[config.mk]
export PLATFORM = sky130hd
export DESIGN_NAME = attack_ctrl
export DESIGN_NICKNAME = d
export VERILOG_FILES = /design/src/rtl/attack_ctrl.sv
export SDC_FILE = /design/constraint.sdc
export NUM_CORES = 1
export LEC_CHECK = 0
export BUFFER_PORTS_ARGS = -buffer_cell sky130_fd_sc_hd__buf_4
export CORE_MARGIN = 1
export CORE_UTILIZATION = 43
export DETAILED_ROUTE_END_ITERATION = 10
export PLACE_DENSITY_LB_ADDON = 0.15
export SLEW_MARGIN = 10
export SYNTH_ARGS = -nofsm -noshare
export SYNTH_HDL_FRONTEND = slang
export SYNTH_SLANG_ARGS = --single-unit
[constraint.sdc]
create_clock -name Clk -period 3.5 [get_ports Clk]
set_input_delay 0.35 -clock Clk [delete_from_list [all_inputs] [get_ports Clk]]
set_output_delay 0.35 -clock Clk [all_outputs]
set_load 0.01 [all_outputs]
[src/rtl/attack_ctrl.sv]
// Melee attack sequencer: windup, strike, cooldown and release for one player.
// Drives level hit/block strobes to the opponent health bar and counts landed strikes.
module attack_ctrl #(
  parameter int unsigned WINDUP_CYC   = 4,
  parameter int unsigned STRIKE_CYC   = 3,
  parameter int unsigned COOLDOWN_CYC = 8
) (
  input  logic       Clk,
  input  logic       Reset,
  input  logic       attack,
  input  logic       in_range,
  input  logic       opp_blocking,
  input  logic       self_death,
  input  logic       other_death,
  output logic       hit,
  output logic       block,
  output logic       busy,
  output logic [7:0] hit_count
);

  localparam int unsigned MAX_WS  = (WINDUP_CYC > STRIKE_CYC) ? WINDUP_CYC : STRIKE_CYC;
  localparam int unsigned MAX_CYC = (MAX_WS > COOLDOWN_CYC) ? MAX_WS : COOLDOWN_CYC;
  localparam int unsigned CNT_W   = (MAX_CYC > 2) ? $clog2(MAX_CYC) : 1;

  localparam logic [CNT_W-1:0] WINDUP_LD   = CNT_W'(WINDUP_CYC - 1);
  localparam logic [CNT_W-1:0] STRIKE_LD   = CNT_W'(STRIKE_CYC - 1);
  localparam logic [CNT_W-1:0] COOLDOWN_LD = CNT_W'(COOLDOWN_CYC - 1);
  localparam logic [CNT_W-1:0] CNT_ONE     = CNT_W'(1);

  typedef enum logic [2:0] {
    S_IDLE,
    S_WINDUP,
    S_STRIKE,
    S_RECOVER,
    S_RELEASE
  } state_t;

  typedef enum logic [1:0] {
    OC_MISS = 2'd0,
    OC_HIT  = 2'd1,
    OC_BLK  = 2'd2
  } outcome_t;

  state_t           r_state;
  state_t           w_state_nxt;
  logic [CNT_W-1:0] r_cnt;
  logic [CNT_W-1:0] w_cnt_nxt;
  outcome_t         r_outcome;
  outcome_t         w_outcome_nxt;
  logic [7:0]       r_hit_count;
  logic             w_hit_land;
  logic             w_death;

  assign w_death = self_death | other_death;

  always_ff @(posedge Clk or posedge Reset) begin
    if (Reset) begin
      r_state   <= S_IDLE;
      r_cnt     <= '0;
      r_outcome <= OC_MISS;
    end else begin
      r_state   <= w_state_nxt;
      r_cnt     <= w_cnt_nxt;
      r_outcome <= w_outcome_nxt;
    end
  end

  always_comb begin
    w_state_nxt   = r_state;
    w_cnt_nxt     = r_cnt;
    w_outcome_nxt = r_outcome;
    w_hit_land    = 1'b0;
    case (r_state)
      S_IDLE: begin
        if (attack && !w_death) begin
          w_state_nxt = S_WINDUP;
          w_cnt_nxt   = WINDUP_LD;
        end
      end
      S_WINDUP: begin
        // A death on the final windup cycle aborts before the outcome latches,
        // so the strike never begins and nothing is counted.
        if (w_death) begin
          w_state_nxt = S_RELEASE;
          w_cnt_nxt   = '0;
        end else if (r_cnt == '0) begin
          w_state_nxt = S_STRIKE;
          w_cnt_nxt   = STRIKE_LD;
          if (!in_range) begin
            w_outcome_nxt = OC_MISS;
          end else if (opp_blocking) begin
            w_outcome_nxt = OC_BLK;
          end else begin
            w_outcome_nxt = OC_HIT;
            w_hit_land    = 1'b1;
          end
        end else begin
          w_cnt_nxt = r_cnt - CNT_ONE;
        end
      end
      S_STRIKE: begin
        if (w_death) begin
          w_state_nxt = S_RELEASE;
          w_cnt_nxt   = '0;
        end else if (r_cnt == '0) begin
          w_state_nxt = S_RECOVER;
          w_cnt_nxt   = COOLDOWN_LD;
        end else begin
          w_cnt_nxt = r_cnt - CNT_ONE;
        end
      end
      S_RECOVER: begin
        if (w_death || (r_cnt == '0)) begin
          w_state_nxt = S_RELEASE;
          w_cnt_nxt   = '0;
        end else begin
          w_cnt_nxt = r_cnt - CNT_ONE;
        end
      end
      S_RELEASE: begin
        if (!attack) begin
          w_state_nxt = S_IDLE;
        end
      end
      default: begin
        w_state_nxt = S_IDLE;
        w_cnt_nxt   = '0;
      end
    endcase
  end

  always_ff @(posedge Clk or posedge Reset) begin
    if (Reset) begin
      r_hit_count <= '0;
    end else if (w_hit_land && (r_hit_count != '1)) begin
      r_hit_count <= r_hit_count + 8'd1;
    end
  end

  // Decoded purely from registered state so reset clears them without a clock edge.
  assign hit       = (r_state == S_STRIKE) && (r_outcome == OC_HIT);
  assign block     = (r_state == S_STRIKE) && (r_outcome == OC_BLK);
  assign busy      = (r_state != S_IDLE);
  assign hit_count = r_hit_count;

endmodule
==> results.tsv <==
metric	value	unit
RR Endpoint	hit_count[1]$_DFFE_PP0P_	
Leakage	0.571	nW
crit-path max FO	9	
vias in the first global route	715	
WHS	130	ps
VDD IR max	232	µV
Die Wd	48.4	µm
via/cell ratio	5.24	
Power Internal	0.000318	W
row count	16	
Post-synth EDFFs	0	
non-filler instance count after layout	139	
Final Wtd Congestion	0.864	
Buffers on Ports	17	
area post-placement	0.00107	mm²
CTS tree	done	
leading area contributor after synthesis	dfrtp_1	
nets@finish	123	
max-cap viol count	0	
Worst setup EP type	output pin	
total negative setup slack	0	ps
CP bufs+invs	1	
die area	0.00234	mm²
post-route cell area	0.00111	mm²
Flop pwr share	0.494	
initial antenna violation count	0	
top-count cell post-synth	dfrtp_1	
total clock buffers created by CTS	3	
Synth warnings	0	
cts hold-fix bufs	0	
slowest cell on the critical path	or3b_2	
worst path cell trace	or3b_2 -> nor3b_1 -> buf_4	
DRT Pass-1 Iters	3	
Die Y	48.4	µm
Overflow after GRT	0	
Synthesized Nets	103	
total track usage	0.167	
flop2flop setup slack	1570	ps
antenna cells	0	
CTS Root Cell	clkbuf_4	
worst hold path class	input port to asynchronous set/reset pin	
Avg WL per Cell	12.6	µm
vias	729	
Placed Instances	135	
Power, Total	0.000459	W
top post-synthesis cells by count	dfrtp_1, nand2_1, nand3_1, xor2_1	
Clk Latency, worst-skew pair	280	ps
Detail Placement HPWL	1330	µm
FF-to-FF path depth	6	
Required @ worst endpoint	3150	ps
Initial Util	0.467	
status	complete, no violations	
global-route wire length before repair	3070	µm
clock tree buffer depth	2	
Post-CTS Setup Repair Bufs	0	
Max stage delay on crit path	520	ps
Hold Fails Final Rpt	0	
Rel. slew slack	0.597	
power per cell area	415	mW/mm²
post-synthesis sequential area ratio	0.433	
largest net degree at the start of global routing	17	
skew final	1.88	ps
cell family with most CP delay	simple AND/OR/NAND/NOR gates	
Post-Synthesis Cells	93	
Switching Share	0.308	
main flop type after synthesis	dfrtp_1	
core area	0.00198	mm²
# clock sinks	16	
RSZ-0062 raised after global routing	no	
DRT Wirelength	1760	µm
Fmax	0.492	GHz
fraction of registers with async set or reset after synthesis	1.00	
worst slew pin tran	603	ps
sw power	0.000142	W
endpoints failing setup	0	
share of layout cells above drive strength 1	0.268	
Mapped Avg Cell Area	9.94	µm²
Resize count post-CTS	0	
share of Yosys cell area claimed by the top area cell type	0.433	
Synth cell types	32	
crit start category	flip-flop	
Clk pwr share	0.262	
max-slew violation total from the final report	0	
Post-route DRC	0	
Area growth syn-to-layout	19.6	%
r2r startpoint	r_cnt[0]$_DFFE_PP0P_	
top area cells in the synthesized netlist	dfrtp_1, nand2_1, xor2_1	
Final ANT Viol Nets	0	
fin crit period	2030	ps
CTS clock-pin slew for the worst setup and hold paths	90	ps
Synth Register Bits	16	
Setup CP Type	flip-flop to output pin	
synthesized area	925	µm²
critical path depth	3	
H-tree depth	1	
io pins	18	
Iter 0 DRT Violations	5	
critical path arrival	1680	ps
share of power burned in combinational logic	0.244	
final period utilization	0.581	
power groups by stage:
stage,logic (W),clock network (W),registers [W]
6_report,0.000112,0.000120,0.000227
5_1_grt,0.000129,0.000135,0.000231
4_1_cts,0.000113,0.000126,0.000227
3_5_place_dp,0.000112,0,0.000231
3_3_place_gp,0.000109,0,0.000229
2_1_floorplan,0.0000834,0,0.000225
worst register-to-register path: stages (launching register included):
cell and delay, ps:
dfrtp_1 410, inv_1 90, ha_1 240, and4bb_2 310
nand4b_4 200, nor2_1 240, mux2_1 340
kinds of logic after synthesis:
logic type | share of synthesized area
and+or+nand+nor | 0.314
AOI/OAI and AO/OA | 0.0839
adders and majority gates | 0.0406
muxes | 0.0338
xor gates and xnor gates | 0.0568
buffers and inverters | 0.0379
DFF | 0.433
routing by layer:
layer / part of all wire / GRT usage / up-vias
met5: 0 / 0 / -
met4: 0.014 / 0.0735 / 0
met3: 0.034 / 0.0314 / 4
met2: 0.48 / 0.270 / 13
met1: 0.47 / 0.218 / 349
li1: - / - / 363
cell type report:
| type | instances | area, µm² |
|---|---|---|
| clock buffer | 4 | 36.3 |
| fill | 181 | 876 |
| inverter | 5 | 18.8 |
| multi-input combinational | 70 | 489 |
| sequential | 16 | 400 |
| tap | 27 | 33.8 |
| timing repair buffer | 17 | 128 |
registers in the layout, summed over array words and instances (netlist names):
| name | flops |
|---|---|
| hit_count | 8 |
| r_cnt | 3 |
| r_state | 3 |
| r_outcome | 2 |
how the worst max path moves through the flow:
stage                                 from                       end  slack [ps]
floorplan             r_cnt[0]$_DFFE_PP0P_  hit_count[1]$_DFFE_PP0P_        1720
global placement      r_cnt[0]$_DFFE_PP0P_  hit_count[1]$_DFFE_PP0P_        1660
detailed placement    r_cnt[0]$_DFFE_PP0P_  hit_count[1]$_DFFE_PP0P_        1580
CTS                 r_state[1]$_DFFE_PP0P_                     block        1460
global route        r_state[1]$_DFFE_PP0P_                     block        1330
finish              r_state[1]$_DFFE_PP0P_                     block        1470
layout by cell type (no fill, tap or decap), drive strengths merged:
cell type  Yosys  final
a21oi          5      5
and2           1      1
and4bb         1      1
buf            2     17
clkbuf         0      4
dfrtp         16     16
ha             3      3
inv            5      5
mux2           1      1
mux2i          2      2
nand2         15     15
nand2b         1      1
nand3          6      6
nand3b         1      1
nand4          1      1
nand4b         1      1
nor2           6      6
nor2b          2      2
nor3           2      2
nor3b          2      2
nor4           3      3
nor4b          1      1
o211ai         1      1
o21a           1      1
o21ai          4      4
o31ai          1      1
o32a           1      1
or3            1      1
or3b           1      1
xor2           6      6
metrics by stage:
step | util | setup slack [ps]
after floorplan | - | 1720
after global placement | 0.540 | 1660
after detailed placement | 0.540 | 1580
after CTS | 0.558 | 1460
after global routing | 0.558 | 1330
final | 0.558 | 1470
Power figures use the tool's default switching activity.
